==> src/rtl/det_pkg.sv <==
// Shared sizing for the detection event logger: default widths and the saturating counter helper.
package det_pkg;

  localparam int TS_W_DEF  = 16;
  localparam int DEPTH_DEF = 8;
  localparam int CNT_W     = 8;

  localparam logic [CNT_W-1:0] CNT_MAX = '1;

  function automatic logic [CNT_W-1:0] sat_inc(input logic [CNT_W-1:0] v);
    return (v == CNT_MAX) ? v : v + 1'b1;
  endfunction

endpackage

==> src/rtl/det_fifo.sv <==
// Synchronous first-word-fall-through FIFO; dout reads 0 when empty.
// A push while full is taken only when a pop happens in the same cycle.
module det_fifo #(
  parameter int W     = 16,
  parameter int DEPTH = 8
) (
  input  logic         clk,
  input  logic         rst,
  input  logic         clr,
  input  logic         push,
  input  logic [W-1:0] din,
  input  logic         pop,
  output logic [W-1:0] dout,
  output logic         full,
  output logic         empty
);

  localparam int AW = $clog2(DEPTH);

  logic [W-1:0] mem [DEPTH];
  logic [AW:0]  wr_ptr;
  logic [AW:0]  rd_ptr;
  logic         do_push;
  logic         do_pop;

  // Extra pointer bit distinguishes full from empty when the indices match.
  assign empty   = (wr_ptr == rd_ptr);
  assign full    = (wr_ptr[AW] != rd_ptr[AW]) && (wr_ptr[AW-1:0] == rd_ptr[AW-1:0]);
  assign do_pop  = pop & ~empty;
  assign do_push = push & (~full | do_pop);
  assign dout    = empty ? '0 : mem[rd_ptr[AW-1:0]];

  always_ff @(posedge clk or posedge rst) begin
    if (rst) begin
      wr_ptr <= '0;
      rd_ptr <= '0;
    end else if (clr) begin
      wr_ptr <= '0;
      rd_ptr <= '0;
    end else begin
      if (do_push) wr_ptr <= wr_ptr + 1'b1;
      if (do_pop)  rd_ptr <= rd_ptr + 1'b1;
    end
  end

  always_ff @(posedge clk) begin
    if (do_push && !clr) mem[wr_ptr[AW-1:0]] <= din;
  end

endmodule

==> src/rtl/det_event_logger.sv <==
// Timestamps detector pulses into a FIFO with accepted-event count and sticky overflow.
// Optional DET_DROP_CNT_EN adds a saturating count of dropped events on drop_cnt.
module det_event_logger
  import det_pkg::*;
#(
  parameter int TS_W  = TS_W_DEF,
  parameter int DEPTH = DEPTH_DEF
) (
  input  logic             clk,
  input  logic             rst,
  input  logic             in,
  input  logic             en,
  input  logic             clr,
  output logic [TS_W-1:0]  ts_out,
  output logic             valid_out,
  input  logic             ready_in,
  output logic [CNT_W-1:0] count_out,
  output logic             overflow
`ifdef DET_DROP_CNT_EN
  ,
  output logic [CNT_W-1:0] drop_cnt
`endif
);

  logic [TS_W-1:0] ts_cnt;
  logic            det;
  logic            pop;
  logic            accept;
  logic            drop;
  logic            full;
  logic            empty;

  assign det       = in & en;
  assign valid_out = ~empty;
  assign pop       = valid_out & ready_in;
  // A full FIFO still accepts when its head leaves in the same cycle.
  assign accept    = det & (~full | pop);
  assign drop      = det & full & ~pop;

  det_fifo #(
    .W     (TS_W),
    .DEPTH (DEPTH)
  ) u_fifo (
    .clk   (clk),
    .rst   (rst),
    .clr   (clr),
    .push  (det),
    .din   (ts_cnt),
    .pop   (pop),
    .dout  (ts_out),
    .full  (full),
    .empty (empty)
  );

  always_ff @(posedge clk or posedge rst) begin
    if (rst) begin
      ts_cnt    <= '0;
      count_out <= '0;
      overflow  <= 1'b0;
    end else if (clr) begin
      ts_cnt    <= '0;
      count_out <= '0;
      overflow  <= 1'b0;
    end else begin
      ts_cnt <= ts_cnt + 1'b1;
      if (accept) count_out <= sat_inc(count_out);
      if (drop)   overflow  <= 1'b1;
    end
  end

`ifdef DET_DROP_CNT_EN
  always_ff @(posedge clk or posedge rst) begin
    if (rst)       drop_cnt <= '0;
    else if (clr)  drop_cnt <= '0;
    else if (drop) drop_cnt <= sat_inc(drop_cnt);
  end
`endif

endmodule

==> config.mk <==
export PLATFORM = sky130hd
export DESIGN_NAME = det_event_logger
export DESIGN_NICKNAME = d
export VERILOG_FILES = /design/src/rtl/det_pkg.sv /design/src/rtl/det_fifo.sv /design/src/rtl/det_event_logger.sv
export SDC_FILE = /design/constraint.sdc
export NUM_CORES = 1
export LEC_CHECK = 0
export ABC_CLOCK_PERIOD_IN_PS = 10000
export BUFFER_PORTS_ARGS = -buffer_cell sky130_fd_sc_hd__buf_4
export CELL_PAD_IN_SITES_DETAIL_PLACEMENT = 0
export CELL_PAD_IN_SITES_GLOBAL_PLACEMENT = 1
export CORE_MARGIN = 2
export CORE_UTILIZATION = 25
export CTS_CLUSTER_DIAMETER = 100
export CTS_CLUSTER_SIZE = 16
export DETAILED_ROUTE_END_ITERATION = 8
export PLACE_DENSITY = 0.52
export SYNTH_ARGS = -nofsm -noshare
export SYNTH_HDL_FRONTEND = slang
export SYNTH_SLANG_ARGS = --single-unit
==> constraint.sdc <==
create_clock -name clk -period 10 [get_ports clk]
set_clock_uncertainty 0.2 [all_clocks]
set_input_delay 1 -clock clk [delete_from_list [all_inputs] [get_ports clk]]
set_output_delay 1 -clock clk [all_outputs]
set_load 0.005 [all_outputs]
Yosys cells after proc, flatten, opt, wreduce, memory -nomap -nowiden
Memory sizes are Yosys's and may differ from the RTL's.
Cells that the tools add are included.
Operators by class
  reduce and logical (&&, ||, !) cells: 8
  muxes and demuxes: 13
  bitwise logic cells: 12
  add/subtract/negate cells: 4
  eq/ne operators: 5
Operators by type and width (number)
  16-bit two-way mux: 2
  8-bit two-way mux: 3
  16-bit by 1-bit adder with 16-bit output (second input constant): 1
  4-bit two-way mux: 4
  4-bit by 1-bit adder with 4-bit output (second input constant): 2
  8-bit by 1-bit adder with 8-bit output (second input constant): 1
  8-bit == test (second input constant): 1
  2-bit nonzero test: 4
  1-bit bitwise AND: 7
  4-bit == test: 1
  1-bit two-way mux: 4
  3-bit == test: 1
  1-bit NOT: 3
  1-bit logical AND: 2
  2-bit inequality test (second input constant): 1
  1-bit bitwise OR: 2
  2-bit AND reduction: 1
  1-bit zero test: 1
  1-bit inequality test: 1
Storage, ports and cells
  output and inout port bits: 26
  memory bits (writable): 128
  input bits: 6
  logic and storage cells: 48
  memories kept: 1
  bits in registers: 33
Memories
  u_fifo.mem: words 8, bits a word 16, rd ports 1, clocked after memory_dff 0, wr ports 1, RTL line det_fifo.sv:20  | logic [W-1:0] mem [DEPTH];

Logic depth before layout (Yosys ltp)
Gate-level depths: netlist of run 1.
  depth in word-level cells: 9
  depth in mapped cells: 8
  depth with buffers taken out: 6

Hierarchy
A second synthesis of run 1 with hierarchy kept.
Unflattened totals
  cells, all modules: 415
  area, all modules: 6852.8 um^2
Modules (own cells, without submodules)
  det_fifo: area an instance 5557.8 um^2, instances 1, cells an instance 282, seq. area each 4043.9 um^2
  det_event_logger: area an instance 1295.0 um^2, instances 1, cells an instance 133, seq. area each 625.6 um^2

Worst setup path after synthesis of run 1
OpenSTA, ideal clock, no wires.
  path kind: input -> register
  start point: in in
  end point: mem u_fifo.mem[4][0] (enable)
  path slack: 6.176 ns
  stages on the path: 5
  required time: 9.370 ns
  library setup time: 0.430 ns
  buffers on the path: 2
  data arrival time: 3.193 ns
  cells stage by stage: nand2_1 > a21o_1 > buf_6 > buf_2 > nor4_1
On the way
  word-level cells in the longest chain between the ends: 5
RTL lines
  start, declared: RTL line det_event_logger.sv:11  | input logic in,
  1-bit bitwise AND: RTL line det_event_logger.sv:33  | assign det = in & en;
  1-bit bitwise AND: RTL line det_fifo.sv:30  | assign do_push = push & (~full | do_pop);
  1-bit logical AND: RTL line det_fifo.sv:47  | if (do_push && !clr) mem[wr_ptr[AW-1:0]] <= din;
  1-bit two-way mux: RTL line det_fifo.sv:47
  1-bit two-way mux (implied by the code): RTL line det_fifo.sv:47
  end, declared: RTL line det_fifo.sv:20
No other way between the ends.

Worst setup path after layout of run 1
  start point: reg u_fifo.rd_ptr[0]
  end point: out ts_out[9]
On the way
  word-level cells in the longest chain between the ends: 2
  elaborated cells on any way between the ends: 3
  classes of those cells: eq/ne (1); mux (1); memory (1)
RTL lines
  start, declared: RTL line det_fifo.sv:22  | logic [AW:0] rd_ptr;
  start signal, assigned: RTL line det_fifo.sv:42  | if (do_pop) rd_ptr <= rd_ptr + 1'b1;
  memory 8 x 16 bit / 4-bit == test (equally long branches)
  16-bit two-way mux (*): RTL line det_fifo.sv:31  | assign dout = empty ? '0 : mem[rd_ptr[AW-1:0]];
  end, declared: RTL line det_event_logger.sv:14  | output logic [TS_W-1:0] ts_out,
Mark *: on every way between the ends. The rest lies on a longest branch, timed or not.

==> impl_metrics.py, run 1 <==
metrics = {
    "synth": {
        "synth_nets": 400,
        "netlist_instances": 390,
        "ys_seq_elements": 161,
        "synth_top_area_share_pct": 58.3,
        "ys_types": 34,
        "ys_warn_count": 0,
        "synth_commonest_cells": "edfxtp_1 (128), nor2_1 (46), dfrtp_1 (33)",
        "synth_area_mm2": 0.00659,
        "synth_area_per_cell_um2": 16.9,
        "synth_top_flop_cell": "edfxtp_1",
        "ys_seq_area_share_pct": 70.8,
        "synth-edff-count": 128,
        "synthMostInstantiatedCell": "edfxtp_1",
        "yosysTopAreaCell": "edfxtp_1",
        "async_flop_share_pct": 20.5,
        "synthTopCellsByArea": "edfxtp_1 (58%), dfrtp_1 (13%), mux4_2 (11%)",
    },
    "layout": {
        "syn_to_final_growth_pct": 19.3,
        "antenna_cells": 0,
        "drive_gt1_share_pct": 26.2,
        "nNetsFinal": 443,
        "regArea_mm2": 0.00467,
        "fill_cells": 2593,
        "multiInputGateArea_mm2": 0.00184,
        "design_area_mm2": 0.00786,
    },
    "timing": {
        "period_share_pct": 35.7,
        "tns_ns": 0,
        "setup_viol": 0,
        "hold_ws_ns": 0.319,
        "slew_viol_final": 0,
        "tightest_slew_ns": 0.810,
        "max_slew_margin_pct": 45.3,
        "fmax_mhz": 280,
        "rsz0062_at_grt": "false",
        "finalCriticalPeriod_ns": 3.57,
        "hold_viol_final": 0,
    },
    "placed_design": {
        "place.gp.congestion": 0.745,
        "place_area_mm2": 0.00727,
        "dpl.hpwl_um": 7920,
        "port_buffers": 31,
    },
    "global_routing": {
        "grt_pass1_wl_um": 21400,
        "overflow": 0,
        "grt_usage_pct": 10.2,
        "grt_max_degree": 39,
        "grt_pass1_vias": 3667,
        "antenna_found_initial": 0,
    },
    "flow_run": {
        "maxCapViolCount": 0,
    },
    "floorplanning": {
        "io_pins": 32,
        "die_w_um": 166,
        "die_y_um": 166,
        "start_util_pct": 25.4,
        "num_rows": 59,
        "fp.coreArea_mm2": 0.0260,
        "die_area_mm2": 0.0277,
    },
    "worst_setup_path": {
        "worst-endpoint-required_ns": 8.80,
        "worst-path-max-fanout": 35,
        "path_common_cell": "buf_4",
        "critical-path-max-stage-delay_ns": 0.59,
        "arrival_ns": 2.37,
        "worstSetupEndpointType": "output pin",
        "path_delay_family": "multiplexers",
        "worst_path_max_delay_cell": "mux4_2",
        "start_kind": "register",
        "worstPathCellList": "buf_4 > mux4_2 > mux2i_1 > nor2_1 > buf_4",
        "path_buf_inv": 2,
        "criticalPathCategory": "reg2out",
    },
    "clock_tree": {
        "htreeDepth": 4,
        "insertion_delay_ns": 0.42,
        "cts_tree": "built",
        "postCtsHoldBufs": 0,
        "cts.reportedPaths.clkPinSlew_ns": 0.07,
        "post_cts_buffers": 0,
        "cts.sinks": 161,
        "numCtsBuffers": 17,
        "clock-root-buffer": "clkbuf_16",
        "clockBufferDepth": 2,
        "cts_resized": 0,
    },
    "drt": {
        "wl_per_cell_um": 17.2,
        "avgViaCountPerCell": 4.41,
        "drc": 0,
        "ant_nets": 0,
        "first_pass_iters": 4,
        "wl_um": 13400,
        "via_count": 3443,
        "first_iter_violations": 199,
    },
    "power": {
        "total_leakage_power_nw": 2.68,
        "powerDensity_mw_per_mm2": 194,
        "vdd_drop_max_uv": 90.7,
    },
    "min_path": {
        "hold_class": "reg2reg",
    },
    "outcome": {
        "status": "finished clean",
    },
}
[area by class of cell]
type	count	area share [%]
Multi-Input combinational cell	205	23.4
Clock inverter	15	2.12
Tap cell	335	5.33
Inverter	4	0.191
Clock buffer	17	5.41
Sequential cell	161	59.4
Timing Repair Buffer	44	4.20
[registers in the layout, indices dropped and copies added (netlist names)]
| register | cells |
|---|---|
| count_out | 8 |
| overflow | 1 |
| ts_cnt | 16 |
| u_fifo.mem | 128 |
| u_fifo.rd_ptr | 4 |
| u_fifo.wr_ptr | 4 |
[metal layers]
layer	share of wire [%]	track usage (%)
met5	0	0
met4	0.92	2.70
met3	3.6	3.43
met2	48	16.2
met1	47	13.5
[final timing paths]
path / from / endpoint / slack [ns] / cells after the start
min: overflow$_DFFE_PP0P_ / overflow$_DFFE_PP0P_ / 0.32 / 1
max: u_fifo.rd_ptr[0]$_DFFE_PP0P_ / ts_out[9] / 6.43 / 5
min reg2reg: overflow$_DFFE_PP0P_ / overflow$_DFFE_PP0P_ / 0.32 / 1
min in group asynchronous: rst / count_out[2]$_DFFE_PP0P_ / 0.48 / 3
max in group asynchronous: rst / u_fifo.rd_ptr[0]$_DFFE_PP0P_ / 8.77 / 3
max reg2reg: u_fifo.rd_ptr[1]$_DFFE_PP0P_ / u_fifo.mem[3][8]$_DFFE_PP_ / 6.51 / 7
[power breakdown]
part	leakage (nW)	switching [mW]	internal (mW)
Clock	0.295	0.275	0.375
Combinational	0.744	0.0708	0.0712
Sequential	1.64	0.00661	0.724
Total	2.68	0.353	1.17
[kinds of logic after synthesis]
group	share of synthesized area, %
muxes	14.2
xor gates and xnor gates	2.79
adders and majority gates	0.759
buffers and inverters	1.80
AOI/OAI and AO/OA	1.63
and+or+nand+nor	8.03
DFF	70.8
[stage by stage]
stage               cells  utilization (%)  setup WS (ns)  power (mW)
floorplan             390                -           6.18       0.839
global placement      749             28.0           6.53       0.893
detailed placement    749             28.0           6.37       0.893
CTS                   781             30.3           6.31        1.55
global route          781             30.3           6.18        1.59
finish                781             30.3           6.43        1.52
[placed cells by master, fill, tap and decap left out, types with 2 or more instances in the layout]
| master | n |
|---|---|
| mux2_2 | 2 |
| ha_1 | 4 |
| nand2_1 | 11 |
| nand4_1 | 4 |
| edfxtp_1 | 128 |
| a211oi_1 | 2 |
| bufinv_16 | 2 |
| inv_1 | 4 |
| or3_1 | 5 |
| clkinv_2 | 2 |
| and3_1 | 3 |
| nor2b_1 | 3 |
| a21oi_1 | 8 |
| mux2i_1 | 19 |
| nor3_2 | 4 |
| o31ai_1 | 2 |
| mux4_2 | 32 |
| o21ai_0 | 4 |
| inv_6 | 7 |
| xor2_1 | 13 |
| nor4b_1 | 2 |
| or4_1 | 2 |
| dfrtp_1 | 32 |
| nor4_1 | 2 |
| nand3_1 | 9 |
| inv_8 | 2 |
| xnor2_1 | 8 |
| buf_4 | 44 |
| nor2_1 | 46 |
| nor3_1 | 7 |
| clkbuf_16 | 17 |
| nand2b_1 | 6 |
(Power assumes the default switching activity.)
==> inputs of run 2 (changes only) <==
--- a/config.mk
+++ b/config.mk
@@ -5,7 +5,7 @@
 export SDC_FILE = /design/constraint.sdc
 export NUM_CORES = 1
 export LEC_CHECK = 0
-export ABC_CLOCK_PERIOD_IN_PS = 10000
+export ABC_CLOCK_PERIOD_IN_PS = 3700
 export BUFFER_PORTS_ARGS = -buffer_cell sky130_fd_sc_hd__buf_4
 export CELL_PAD_IN_SITES_DETAIL_PLACEMENT = 0
 export CELL_PAD_IN_SITES_GLOBAL_PLACEMENT = 1
==> constraint.sdc (replaced) <==
create_clock -name clk -period 3.7 [get_ports clk]
set_clock_uncertainty 0.2 [all_clocks]
set_input_delay 0.37 -clock clk [delete_from_list [all_inputs] [get_ports clk]]
set_output_delay 0.37 -clock clk [all_outputs]
set_load 0.005 [all_outputs]
==> run 2 against run 1 <==
  * Final area fell by 0.51%
  * Routed wire length fell by 0.86%
  * Sequential power rose to 2.7 times the previous value
  * Register-to-register slack got worse by 5.2 ns
  * Total power rose to 2.6 times the previous value
  * Count of clock-buffer cells in the layout rose by 1
  * Clock power rose by 150%
==> impl_metrics.py, run 2 (synthesized netlist as in run 1, its figures left out) <==
metrics = {
    "worst_setup_path": {
        "startpoint": "u_fifo.rd_ptr[0]$_DFFE_PP0P_",
        "start_kind": "register",
        "worst_path_max_delay_cell": "mux4_2",
        "criticalPathCategory": "reg2out",
        "critical-path-max-stage-delay_ns": 0.56,
        "arrival_ns": 2.15,
        "path_delay_family": "multiplexers",
        "worstPathCellList": "buf_4 > mux4_2 > mux2i_1 > nor2_1 > buf_4",
        "worst-endpoint-required_ns": 3.13,
        "path_common_cell": "buf_4",
        "path_buf_inv": 2,
        "worst-path-max-fanout": 19,
        "r2r_start": "u_fifo.wr_ptr[0]$_DFFE_PP0P_",
        "worstSetupEndpointType": "output pin",
    },
    "layout": {
        "largest_register_ffs": 128,
        "multiInputGateArea_mm2": 0.00184,
        "design_area_mm2": 0.00782,
        "layout_common_cells": "edfxtp_1 (128), nor2_1 (46), buf_4 (46)",
        "regArea_mm2": 0.00467,
        "drive_gt1_share_pct": 25.8,
        "antenna_cells": 0,
        "final_common_cell": "edfxtp_1",
        "syn_to_final_growth_pct": 18.7,
        "nNetsFinal": 445,
        "fill_cells": 2591,
    },
    "timing": {
        "max_slew_margin_pct": 30.0,
        "setup_viol": 0,
        "tightest_slew_ns": 1.05,
        "tns_ns": 0,
        "period_share_pct": 73.6,
        "finalCriticalPeriod_ns": 2.72,
        "hold_viol_final": 0,
        "setup_ws_ns": 0.975,
        "slew_viol_final": 0,
        "rsz0062_at_grt": "false",
        "fmax_mhz": 367,
    },
    "drt": {
        "first_iter_violations": 195,
        "avgViaCountPerCell": 4.44,
        "wl_per_cell_um": 17.0,
        "via_count": 3467,
        "wl_um": 13300,
        "drc": 0,
        "first_pass_iters": 4,
        "ant_nets": 0,
    },
    "clock_tree": {
        "insertion_delay_ns": 0.42,
        "clockBufferDepth": 2,
        "postCtsHoldBufs": 0,
        "clock-root-buffer": "clkbuf_16",
        "htreeDepth": 4,
        "numCtsBuffers": 17,
        "cts.sinks": 161,
        "cts_resized": 0,
        "cts_tree": "built",
        "cts.reportedPaths.clkPinSlew_ns": 0.06,
        "post_cts_buffers": 0,
    },
    "placed_design": {
        "dpl.hpwl_um": 8040,
        "place_area_mm2": 0.00729,
        "port_buffers": 31,
        "dp_slack_ns": 1.27,
        "place.gp.congestion": 0.709,
    },
    "floorplanning": {
        "io_pins": 32,
        "die_area_mm2": 0.0277,
        "start_util_pct": 25.4,
        "num_rows": 59,
        "die_y_um": 166,
        "fp.coreArea_mm2": 0.0260,
        "die_w_um": 166,
    },
    "outcome": {
        "status": "finished clean",
    },
    "min_path": {
        "hold_class": "in2async",
    },
    "flow_run": {
        "maxCapViolCount": 0,
    },
    "global_routing": {
        "antenna_found_initial": 0,
        "grt_usage_pct": 10.1,
        "grt_pass1_vias": 3699,
        "overflow": 0,
        "grt_max_degree": 39,
        "grt_pass1_wl_um": 21200,
    },
    "power": {
        "total_leakage_power_nw": 2.66,
        "power_mw": 3.98,
        "vdd_drop_max_uv": 262,
        "powerDensity_mw_per_mm2": 508,
    },
}
## run 2: changes by cell type in the layout (fill, tap and decap cells not counted), sizes merged
cell and change:
bufinv -1, buf +2, clkinv +2, clkbuf +1, inv -5, clkinvlp +1
## run 2: metal layers
layer  GRT usage (%)  wire [µm]  share of wire (%)
met1            12.9       6140                 46
met2            16.6       6600                 50
met3            3.07        428                3.2
met4            2.85        140                1.1
met5               0          0                  0
## run 2: cell type report
type,count,share of cell area [%]
Multi-Input combinational cell,205,23.5
Clock buffer,18,5.49
Sequential cell,161,59.7
Tap cell,335,5.36
Clock inverter,12,1.38
Timing Repair Buffer,46,4.41
Inverter,4,0.192
## run 2: power breakdown
| part | switching [mW] | internal, mW | leakage [nW] |
|---|---|---|---|
| clock | 0.691 | 0.920 | 0.262 |
| combinational | 0.193 | 0.196 | 0.753 |
| sequential | 0.0202 | 1.96 | 1.64 |
## run 2: worst paths after layout
kind	endpoint	slack, ns	cells after the start
worst max-delay path	ts_out[12]	0.98	5
worst min-delay path	count_out[2]$_DFFE_PP0P_	0.007	2
worst max register to register	u_fifo.mem[0][3]$_DFFE_PP_	1.28	6
worst min register to register	overflow$_DFFE_PP0P_	0.33	1
max in group asynchronous	ts_cnt[3]$_DFF_PP0_	2.54	3
min in group clk	u_fifo.rd_ptr[2]$_DFFE_PP0P_	0.15	4
## run 2: stage by stage
stage,util [%],hold slack [ns],cells
after global routing,30.1,0.0949,781
after detailed placement,28.0,0.307,751
after CTS,30.1,0.0482,781
after floorplan,-,0.299,390
after global placement,28.0,0.295,751
final,30.1,0.00706,781
